--- config.mk ---
export PLATFORM = sky130hd
export DESIGN_NAME = ram_arbiter
export DESIGN_NICKNAME = d
export VERILOG_FILES = /design/src/rtl/ram_arbiter_pkg.sv /design/src/rtl/ram_arbiter_sat_counter.sv /design/src/rtl/ram_arbiter.sv
export SDC_FILE = /design/constraint.sdc
export NUM_CORES = 1
export LEC_CHECK = 0
export ABC_AREA = 1
export CAP_MARGIN = 20
export CORE_MARGIN = 4
export CORE_UTILIZATION = 37
export DETAILED_ROUTE_END_ITERATION = 10
export GPL_TIMING_DRIVEN = 0
export PLACE_DENSITY = 0.84
export SLEW_MARGIN = 15
export SYNTH_ARGS = -nofsm -noshare
export SYNTH_HDL_FRONTEND = slang
export SYNTH_HIERARCHICAL = 1
export SYNTH_SLANG_ARGS = --single-unit
--- constraint.sdc ---
create_clock -name clk_i -period 1.4 [get_ports clk_i]
set_input_delay 0.28 -clock clk_i [delete_from_list [all_inputs] [get_ports clk_i]]
set_output_delay 0.28 -clock clk_i [all_outputs]
set_load 0.05 [all_outputs]
--- src/rtl/ram_arbiter_pkg.sv ---
// ram_arbiter shared types: FSM state encoding,
// default burst/starvation limits, counter sizing.
package ram_arbiter_pkg;

  typedef enum logic {
    S_CPU  = 1'b0,
    S_HOST = 1'b1
  } arb_state_e;

  localparam int DEF_MAX_BURST  = 4;
  localparam int DEF_STARVE_LIM = 8;

  function automatic int cnt_w(input int lim);
    return $clog2(lim + 1);
  endfunction

endpackage

--- src/rtl/ram_arbiter_sat_counter.sv ---
// sat_counter: up-counter with sync clear, saturating at LIM.
// Ports: clk_i, rst_ni, clr_i, inc_i -> cnt_o[W-1:0].
module sat_counter #(
  parameter int W   = 4,
  parameter int LIM = 8
) (
  input  logic         clk_i,
  input  logic         rst_ni,
  input  logic         clr_i,
  input  logic         inc_i,
  output logic [W-1:0] cnt_o
);

  localparam logic [W-1:0] TOP = W'(LIM);

  always_ff @(posedge clk_i or negedge rst_ni) begin
    if (!rst_ni) begin
      cnt_o <= '0;
    end else if (clr_i) begin
      cnt_o <= '0;
    end else if (inc_i && (cnt_o != TOP)) begin
      cnt_o <= cnt_o + 1'b1;
    end
  end

endmodule

--- src/rtl/ram_arbiter.sv ---
// Single-port RAM arbiter: CPU default owner, host port
// with starvation grant, burst limit, registered read data.
module ram_arbiter
  import ram_arbiter_pkg::*;
#(
  parameter int AW         = 5,
  parameter int DW         = 8,
  parameter int MAX_BURST  = DEF_MAX_BURST,
  parameter int STARVE_LIM = DEF_STARVE_LIM
) (
  input  logic          clk_i,
  input  logic          rst_ni,
  input  logic          cpu_req_i,
  input  logic          cpu_we_i,
  input  logic [AW-1:0] cpu_addr_i,
  input  logic [DW-1:0] cpu_wdata_i,
  output logic [DW-1:0] cpu_rdata_o,
  output logic          cpu_stall_o,
  input  logic          host_valid_i,
  output logic          host_ready_o,
  input  logic          host_we_i,
  input  logic [AW-1:0] host_addr_i,
  input  logic [DW-1:0] host_wdata_i,
  output logic          host_rvalid_o,
  output logic [DW-1:0] host_rdata_o,
  output logic          ram_wen_o,
  output logic [AW-1:0] ram_addr_o,
  output logic [DW-1:0] ram_din_o,
  input  logic [DW-1:0] ram_dout_i,
  output logic          owner_o
);

  localparam int SW = cnt_w(STARVE_LIM);
  localparam int BW = cnt_w(MAX_BURST);
  localparam logic [SW-1:0] STARVE_LAST =
    SW'(STARVE_LIM - 1);
  localparam logic [BW-1:0] BURST_LAST =
    BW'(MAX_BURST - 1);

  arb_state_e    state_q;
  arb_state_e    state_d;
  logic [SW-1:0] starve_cnt;
  logic [BW-1:0] beat_cnt;
  logic          in_host;
  logic          beat;
  logic          burst_end;
  logic          enter_host;
  logic          rd_beat;

  assign in_host    = (state_q == S_HOST);
  assign beat       = in_host & host_valid_i;
  assign burst_end  = beat & (beat_cnt == BURST_LAST);
  assign enter_host = ~in_host & (state_d == S_HOST);
  assign rd_beat    = beat & ~host_we_i;

  always_ff @(posedge clk_i or negedge rst_ni) begin
    if (!rst_ni) begin
      state_q <= S_CPU;
    end else begin
      state_q <= state_d;
    end
  end

  // CPU keeps the port on a tie unless the host has
  // waited long enough; a burst hands back only when
  // the CPU is actually asking for the port.
  always_comb begin
    state_d = state_q;
    unique case (state_q)
      S_CPU: begin
        if (host_valid_i &
            (~cpu_req_i | (starve_cnt == STARVE_LAST)))
          state_d = S_HOST;
      end
      S_HOST: begin
        if (!host_valid_i)
          state_d = S_CPU;
        else if (burst_end & cpu_req_i)
          state_d = S_CPU;
      end
      default: state_d = S_CPU;
    endcase
  end

  always_comb begin
    host_ready_o = 1'b0;
    cpu_stall_o  = 1'b0;
    owner_o      = 1'b0;
    ram_addr_o   = cpu_addr_i;
    ram_din_o    = cpu_wdata_i;
    ram_wen_o    = rst_ni & cpu_req_i & cpu_we_i;
    unique case (state_q)
      S_CPU: begin
      end
      S_HOST: begin
        host_ready_o = 1'b1;
        cpu_stall_o  = cpu_req_i;
        owner_o      = 1'b1;
        ram_addr_o   = host_addr_i;
        ram_din_o    = host_wdata_i;
        ram_wen_o    = rst_ni & host_valid_i & host_we_i;
      end
      default: begin
      end
    endcase
  end

  sat_counter #(
    .W   (SW),
    .LIM (STARVE_LIM)
  ) u_starve (
    .clk_i  (clk_i),
    .rst_ni (rst_ni),
    .clr_i  (enter_host),
    .inc_i  (~in_host & host_valid_i & cpu_req_i),
    .cnt_o  (starve_cnt)
  );

  // An idle CPU lets the host keep streaming; the beat
  // window restarts so a later CPU request is bounded.
  sat_counter #(
    .W   (BW),
    .LIM (MAX_BURST)
  ) u_beat (
    .clk_i  (clk_i),
    .rst_ni (rst_ni),
    .clr_i  (enter_host | (burst_end & ~cpu_req_i)),
    .inc_i  (beat),
    .cnt_o  (beat_cnt)
  );

  always_ff @(posedge clk_i or negedge rst_ni) begin
    if (!rst_ni) begin
      host_rvalid_o <= 1'b0;
      host_rdata_o  <= '0;
    end else begin
      host_rvalid_o <= rd_beat;
      if (rd_beat) begin
        host_rdata_o <= ram_dout_i;
      end
    end
  end

  assign cpu_rdata_o = ram_dout_i;

endmodule
## After elaboration in Yosys (flattened, before gate mapping)

Cells that the tools add are included.

| word-level totals | value |
|---|---|
| input port bits | 40 |
| logic and storage cells | 46 |
| output and inout port bits | 34 |
| flip-flop bits (word level) | 17 |

| operators by class | value |
|---|---|
| equality and inequality tests | 4 |
| add/subtract/negate cells | 2 |
| multiplexer cells | 13 |
| reductions and logical operators | 4 |
| bitwise logic cells | 18 |

Operators by type and width:

| kind | count |
|---|---|
| $and 1x1->1 | 13 |
| $mux 4 | 2 |
| $mux 8 | 1 |
| $mux 1 | 6 |
| $mux 3 | 2 |
| $mux 5 | 1 |
| $add 4x1->4 const B | 1 |
| $eq 4x3->1 const B | 1 |
| $ne 4x4->1 const B | 1 |
| $reduce_bool 2->1 | 2 |
| $add 3x1->3 const B | 1 |
| $eq 3x2->1 const B | 1 |
| $ne 3x3->1 const B | 1 |
| $not 1->1 | 3 |
| $logic_and 1x1->1 | 2 |
| $or 1x1->1 | 2 |
| $pmux 1 s2 | 1 |

## Logic depth before layout (Yosys ltp)

Gate-level depths: netlist (run 1).

| logic depth | value |
|---|---|
| depth in word-level cells | 9 |
| gate-level depth with buffers | 11 |
| gate-level depth less buffers | 11 |

## Hierarchy

Netlist (run 1), hierarchy kept.

By module, submodules not included:

| module | times used | seq. area each (sq um) | cells each | area each (sq um) |
|---|---|---|---|---|
| ram_arbiter | 1 | 250.2 | 116 | 740.7 |
| sat_counter (u_starve) | 1 | 100.1 | 34 | 259.0 |
| sat_counter (u_beat) | 1 | 75.1 | 25 | 188.9 |

## Worst setup path before layout (run 1)

No wires, ideal clock.

| path | value |
|---|---|
| path kind | register to output |
| from | register state_q, in the netlist in_host |
| to | output ram_wen_o |
| slack | -0.706 ns |
| arrival time | 1.826 ns |
| buffers on the path | 1 |
| stages on the path, launching flop included | 6 |
| data required time | 1.120 ns |
| cells stage by stage | dfrtp_1 buf_6 nand2_4 inv_2 nand2_1 a21boi_1 |

| on the way | value |
|---|---|
| word-level cells in the longest chain between the ends | 1 |

Ends and longest elaborated chain:

| element | line | RTL |
|---|---|---|
| from (decl) | ram_arbiter.sv:40 | `arb_state_e state_q;` |
| from (signal assigned) | ram_arbiter.sv:60 | `state_q <= state_d;` |
| $mux 1 | ram_arbiter.sv:92 | `unique case (state_q)` |
| to (decl) | ram_arbiter.sv:26 | `output logic ram_wen_o,` |

Every way passes these cells.

## Worst setup path after layout (run 1)

| path | value |
|---|---|
| from | register state_q, in the netlist in_host |
| to | output ram_din_o[1] |

| on the way | value |
|---|---|
| word-level cells in the longest chain between the ends | 1 |

Ends and longest elaborated chain:

| element | line | RTL |
|---|---|---|
| $mux 8 | ram_arbiter.sv:92 |  |
| to (decl) | ram_arbiter.sv:28 | `output logic [DW-1:0] ram_din_o,` |

Every way passes these cells.

==> flow_metrics.py, run 1 <==
metrics = {
    "logic_synthesis": {
        "syn_area_per_cell_um2": 6.79,
        "netlist_area_um2": 1190,
        "ys_seq_elements": 17,
        "synth_nets": 219,
        "synth_fa_ha_area_share_pct": 4.21,
        "seq_area_frac_synth_pct": 35.8,
        "yosysWarnings": 6,
        "ys_types": 23,
        "synth_compound_area_share_pct": 2.32,
        "syn_inst": 175,
        "post_synth_mux_area_share_pct": 0,
        "yosys.area_share.simple_pct": 41.7,
        "synth_top_family_by_area": "simple AND/OR/NAND/NOR gates",
        "synthXorXnorAreaFrac_pct": 0.737,
    },
    "hold_path": {
        "hp-class": "primary input to asynchronous set/reset pin",
    },
    "timing": {
        "slew_viol_final": 0,
        "relSlewSlack_pct": 69.0,
        "fmax_mhz": 604,
        "finalHoldViolations": 0,
        "rsz0062_at_grt": "true",
        "min_period_ns": 1.66,
        "finalSetupViolations": 19,
        "worst_slack_ns": -0.256,
        "tightest_slew_ns": 0.465,
        "fin_skew_ns": 0.00582,
        "post-route-period-util_pct": 118,
        "tns_ns": -3.39,
    },
    "layout": {
        "nFillCells": 208,
        "syn2layout_area_growth_pct": 104,
        "mostFrequentLayoutCells": "55 x nand2_1, 36 x clkdlybuf4s50_1, 19 x nand2_4",
        "antenna_cells": 0,
        "finish.utilization_pct": 79.4,
        "multiInputGateArea_um2": 795,
        "layout_commonest_cell": "nand2_1",
        "layout-drive-gt1-share_pct": 44.1,
        "seqCellArea_um2": 427,
        "final_nets": 306,
    },
    "critical_path": {
        "reg2regPathDepth": 7,
        "worst_r2r_endpoint": "u_starve/cnt_o[1]",
        "startpoint_type": "register",
        "critical_path_arrival_ns": 1.38,
        "cp_slowest_cell": "dfrtp_2",
        "reg2reg_from": "in_host",
        "cpPeakStageDelay_ns": 0.44,
        "path_max_fanout": 10,
        "path_cells": "buf_12 -> buf_6 -> nand2_1 -> nand2_4 -> buf_8",
        "crit_type": "register to output port",
        "worstPathRequired_ns": 1.12,
        "end_kind": "output port",
        "reg2reg_setup_slack_ns": -0.05,
    },
    "cts": {
        "clk_pin_slew_ns": 0.10,
        "htreeDepth": 1,
        "cts_tree": "yes",
        "cts_hold_buf": 0,
        "cts_buffer_depth": 2,
        "worstSkewPairLatency_ns": 0.29,
        "cts_sinks": 17,
        "ctsRootBufferMaster": "clkbuf_4",
        "cts_buffers": 3,
    },
    "grt": {
        "overflow": 0,
        "grt_pass1_vias": 1328,
        "grt_pass1_wl_um": 5710,
        "grtUsageTotal_pct": 16.9,
        "antenna_found_initial": 0,
        "grt_max_degree": 19,
    },
    "power": {
        "max-vdd-ir-drop_uv": 789,
        "power_w": 0.00245,
        "cellLeakagePower_nw": 1.20,
        "powerDensity_nw_per_um2": 1010,
    },
    "floorplanning": {
        "fp.dieArea_um2": 4180,
        "die-height_um": 64.7,
        "row_count": 20,
        "die_w_um": 64.7,
        "floorplan.io_pins": 74,
        "core_area_um2": 3050,
        "start_util_pct": 38.9,
    },
    "routing": {
        "num_vias": 1391,
        "wl_per_cell_um": 13.1,
        "drc_errors": 0,
        "drt-total-wl_um": 3990,
        "drt-vias-per-instance": 4.56,
        "drt_first_pass_iters": 4,
        "ant_nets": 0,
        "initialDrtViolationCount": 50,
    },
    "placement": {
        "pre_cts_ws_ns": -1.31,
        "port_buffers": 73,
        "dp_hpwl_um": 2640,
        "globalplace.congestion": 0.730,
    },
    "status": {
        "status": "finished, violations left",
        "violations": "negative setup slack",
    },
    "run": {
        "max-cap-violations": 0,
    },
}
[cells in the mapped netlist]
library cell,instances,area [µm²]
a21boi_1,1,7.51
nor2_4,2,22.5
nor2_8,1,20.0
nand2_1,87,327
o21ai_0,1,5.00
xnor2_1,1,8.76
nand3_1,6,30.0
inv_2,5,18.8
nand4_1,4,25.0
nand2_2,2,12.5
dfrtp_1,17,425
nor2_1,6,22.5
nand2_4,1,11.3
inv_1,18,67.6
nand3_2,2,20.0
inv_4,1,6.26
buf_2,2,10.0
nor3_1,1,5.00
buf_4,9,67.6
ha_1,4,50.1
a21oi_1,2,10.0
o21ai_1,1,5.00
buf_6,1,11.3
[layout make-up]
class                   instances  area share [%]
repair buffers                 82            36.6
multi-input cells             122            32.8
flip-flops and latches         17            17.6
inverters                      24            4.90
plain buffers                  12            4.70
well taps                      44            2.27
clock buffers                   3           0.929
clock inverters                 1           0.206
[critical path: cells and delay by family (launching register included)]
kind,cells,cell delay [ns]
buffers and inverters,3,0.44
flip-flops,1,0.44
AND/OR/NAND/NOR,2,0.20
[how the worst max path moves through the flow]
stage,from,end,slack (ns),cells past startpoint
floorplan,in_host,ram_wen_o,-0.12,4
global placement,rst_ni,ram_wen_o,-1.31,3
detailed placement,rst_ni,ram_wen_o,-1.31,3
CTS,in_host,ram_din_o[4],-0.25,6
global route,in_host,ram_din_o[1],-0.32,5
finish,in_host,ram_din_o[1],-0.26,5
[where the power goes]
part / internal [W] / total (W) / switching (W)
Clock: 0.000106 / 0.000261 / 0.000155
Combinational: 0.000590 / 0.00148 / 0.000885
Sequential: 0.000606 / 0.000712 / 0.000106
Total: 0.00130 / 0.00245 / 0.00115
[logic make-up after synthesis]
kind of cell	after synthesis
and+or+nand+nor	112
buffers and inverters	36
DFF	17
AOI/OAI and AO/OA	5
adders and majority gates	4
xor gates and xnor gates	1
[routing by layer]
layer	share of wire, %	vias up	global-route usage [%]
met5	0	-	0
met4	1.1	0	3.17
met3	10	4	4.85
met2	47	70	29.1
met1	41	622	21.1
li1	-	695	-
[flip-flops by register name, indices dropped and copies added, names as in the netlist]
register,count
host_rdata_o,8
u_starve/cnt_o,4
u_beat/cnt_o,3
host_rvalid_o,1
in_host,1
[through the flow]
step                area [µm²]  hold slack (ns)  instances
finish                    2420           0.0201        305
global route              2420           0.0411        305
CTS                       2240           0.0268        298
detailed placement        2130            0.459        292
global placement          2130            0.454        292
floorplan                 1350          -0.0156        175
[repair_timing]
| item | 4_1_cts | 5_1_grt |
|---|---|---|
| setup endpoints to repair | 38 | 31 |
| buffers inserted | 2 | 6 |
| pin swaps | 5 | 10 |
| cloned | 0 | 1 |
| gates resized for setup | 214 | 36 |
No activity file was read; power rests on OpenSTA's default activity.
==> inputs of run 2 (changes only) <==
- MAX_ROUTING_LAYER: not set -> met4
==> run 2 against run 1 <==
Effect of this change:
- the run still ends with negative setup slack left
- critical endpoint unchanged
- clock power grew 2%
- cell count stayed put
- largest power group unchanged
- flip-flop and latch count unchanged
- power is 0.26% higher
- design area unchanged
==> flow_metrics.py, run 2 (synthesis results as in run 1) <==
metrics = {
    "timing": {
        "relSlewSlack_pct": 68.3,
        "post-route-period-util_pct": 118,
        "tightest_slew_ns": 0.475,
        "fmax_mhz": 603,
        "slew_viol_final": 0,
        "whs_ns": 0.0182,
        "rsz0062_at_grt": "true",
        "worst_slack_ns": -0.258,
        "fin_skew_ns": 0.00807,
        "finalSetupViolations": 19,
        "finalHoldViolations": 0,
        "min_period_ns": 1.66,
    },
    "layout": {
        "layout_commonest_cell": "nand2_1",
        "final_nets": 306,
        "nFillCells": 208,
        "antenna_cells": 0,
        "layout-drive-gt1-share_pct": 44.1,
        "fin_area_um2": 2420,
        "top_register": "host_rdata_o",
        "syn2layout_area_growth_pct": 104,
        "largest_reg_flops": 8,
        "top_regs": "host_rdata_o x8, u_starve/cnt_o x4, u_beat/cnt_o x3",
        "stdcell_count": 305,
        "mostFrequentLayoutCells": "55 x nand2_1, 36 x clkdlybuf4s50_1, 19 x nand2_4",
    },
    "floorplanning": {
        "die_w_um": 64.7,
        "floorplan.io_pins": 74,
        "row_count": 20,
        "start_util_pct": 38.9,
        "die-height_um": 64.7,
        "core_area_um2": 3050,
        "fp.dieArea_um2": 4180,
    },
    "placement": {
        "port_buffers": 73,
        "dp_hpwl_um": 2640,
        "post-place-cells": 292,
        "globalplace.congestion": 0.739,
        "dpl_cell_area_um2": 2130,
        "pre_cts_ws_ns": -1.31,
    },
    "power": {
        "cellLeakagePower_nw": 1.20,
        "powerDensity_nw_per_um2": 1010,
        "max-vdd-ir-drop_uv": 793,
    },
    "critical_path": {
        "path_max_fanout": 10,
        "critical_path_arrival_ns": 1.38,
        "worstPathRequired_ns": 1.12,
        "reg2reg_from": "in_host",
        "reg2reg_setup_slack_ns": -0.05,
        "critical-path-top-delay-family": "buffers and inverters",
        "path_cells": "buf_12 -> buf_6 -> nand2_1 -> nand2_4 -> buf_8",
        "crit_type": "register to output port",
        "startpoint_type": "register",
        "cp_slowest_cell": "dfrtp_2",
        "cpPeakStageDelay_ns": 0.44,
        "reg2regPathDepth": 7,
        "crit_cells": 5,
        "critPathBufInv": 3,
        "worst_r2r_endpoint": "u_starve/cnt_o[1]",
        "end_kind": "output port",
    },
    "cts": {
        "cts_sinks": 17,
        "worstSkewPairLatency_ns": 0.29,
        "htreeDepth": 1,
        "cts_buffers": 3,
        "ctsRootBufferMaster": "clkbuf_4",
        "clk_pin_slew_ns": 0.11,
        "cts_buffer_depth": 2,
        "cts_tree": "yes",
        "cts_hold_buf": 0,
    },
    "grt": {
        "overflow": 0,
        "grt_pass1_wl_um": 5720,
        "grt_pass1_vias": 1328,
        "grtUsageTotal_pct": 17.3,
        "grt_max_degree": 19,
        "antenna_found_initial": 0,
    },
    "routing": {
        "drt-vias-per-instance": 4.59,
        "ant_nets": 0,
        "drc_errors": 0,
        "num_vias": 1399,
        "wl_per_cell_um": 13.2,
        "drt-total-wl_um": 4010,
        "drt_first_pass_iters": 4,
        "initialDrtViolationCount": 50,
    },
    "run": {
        "max-cap-violations": 0,
    },
    "hold_path": {
        "hp-class": "primary input to asynchronous set/reset pin",
    },
    "status": {
        "status": "finished, violations left",
        "violations": "negative setup slack",
    },
}
-- run 2: cell counts in the layout (fill, tap and decap cells not counted) --
Identical to the previous run, type by type.
-- run 2: what timing repair did --
action                     CTS  global route
gates cloned                 0             1
buffers inserted             2             6
setup endpoints to repair   38            31
resized for setup          214            36
pin swaps                    5            10
-- run 2: worst reg2reg max path, delay by kind of cell (launching register included) --
| kind | cells | cell delay, ns |
|---|---|---|
| buffers and inverters | 2 | 0.20 |
| DFF | 1 | 0.44 |
| and+or+nand+nor | 5 | 0.71 |
-- run 2: report_power, final --
group,total [W],switching (W),internal [W]
combinational,0.00148,0.000887,0.000590
clock,0.000266,0.000160,0.000106
sequential,0.000711,0.000106,0.000606
-- run 2: metrics by stage --
stage | utilization, % | setup TNS, ns | power (W)
6_report | 79.4 | -3.43 | 0.00245
3_5_place_dp | 69.8 | -17.75 | 0.00204
3_3_place_gp | 69.8 | -17.30 | 0.00201
5_1_grt | 79.4 | -4.86 | 0.00262
2_1_floorplan | - | -0.364 | 0.00160
4_1_cts | 73.4 | -3.16 | 0.00236
-- run 2: worst max path at each step --
stage	from	endpoint
2_1_floorplan	in_host	ram_wen_o
3_5_place_dp	rst_ni	ram_wen_o
5_1_grt	in_host	ram_din_o[1]
6_report	in_host	ram_din_o[1]
3_3_place_gp	rst_ni	ram_wen_o
4_1_cts	in_host	ram_din_o[4]
-- run 2: layer usage --
| layer | track usage (%) | routed length (µm) | vias up |
|---|---|---|---|
| met2 | 29.1 | 1890 | 71 |
| met1 | 22.1 | 1730 | 631 |
| met3 | 3.12 | 342 | 4 |
| li1 | - | - | 693 |
| met5 | - | 0 | - |
| met4 | 3.17 | 49 | 0 |
-- run 2: area by class of cell --
| type | count | area (µm²) | share of cell area (%) |
|---|---|---|---|
| repair buffers | 82 | 888 | 36.6 |
| multi-input cells | 122 | 795 | 32.8 |
| flip-flops and latches | 17 | 427 | 17.6 |
| inverters | 24 | 119 | 4.90 |
| plain buffers | 12 | 114 | 4.70 |
| well taps | 44 | 55.1 | 2.27 |
| clock buffers | 3 | 22.5 | 0.929 |
| clock inverters | 1 | 5.00 | 0.206 |
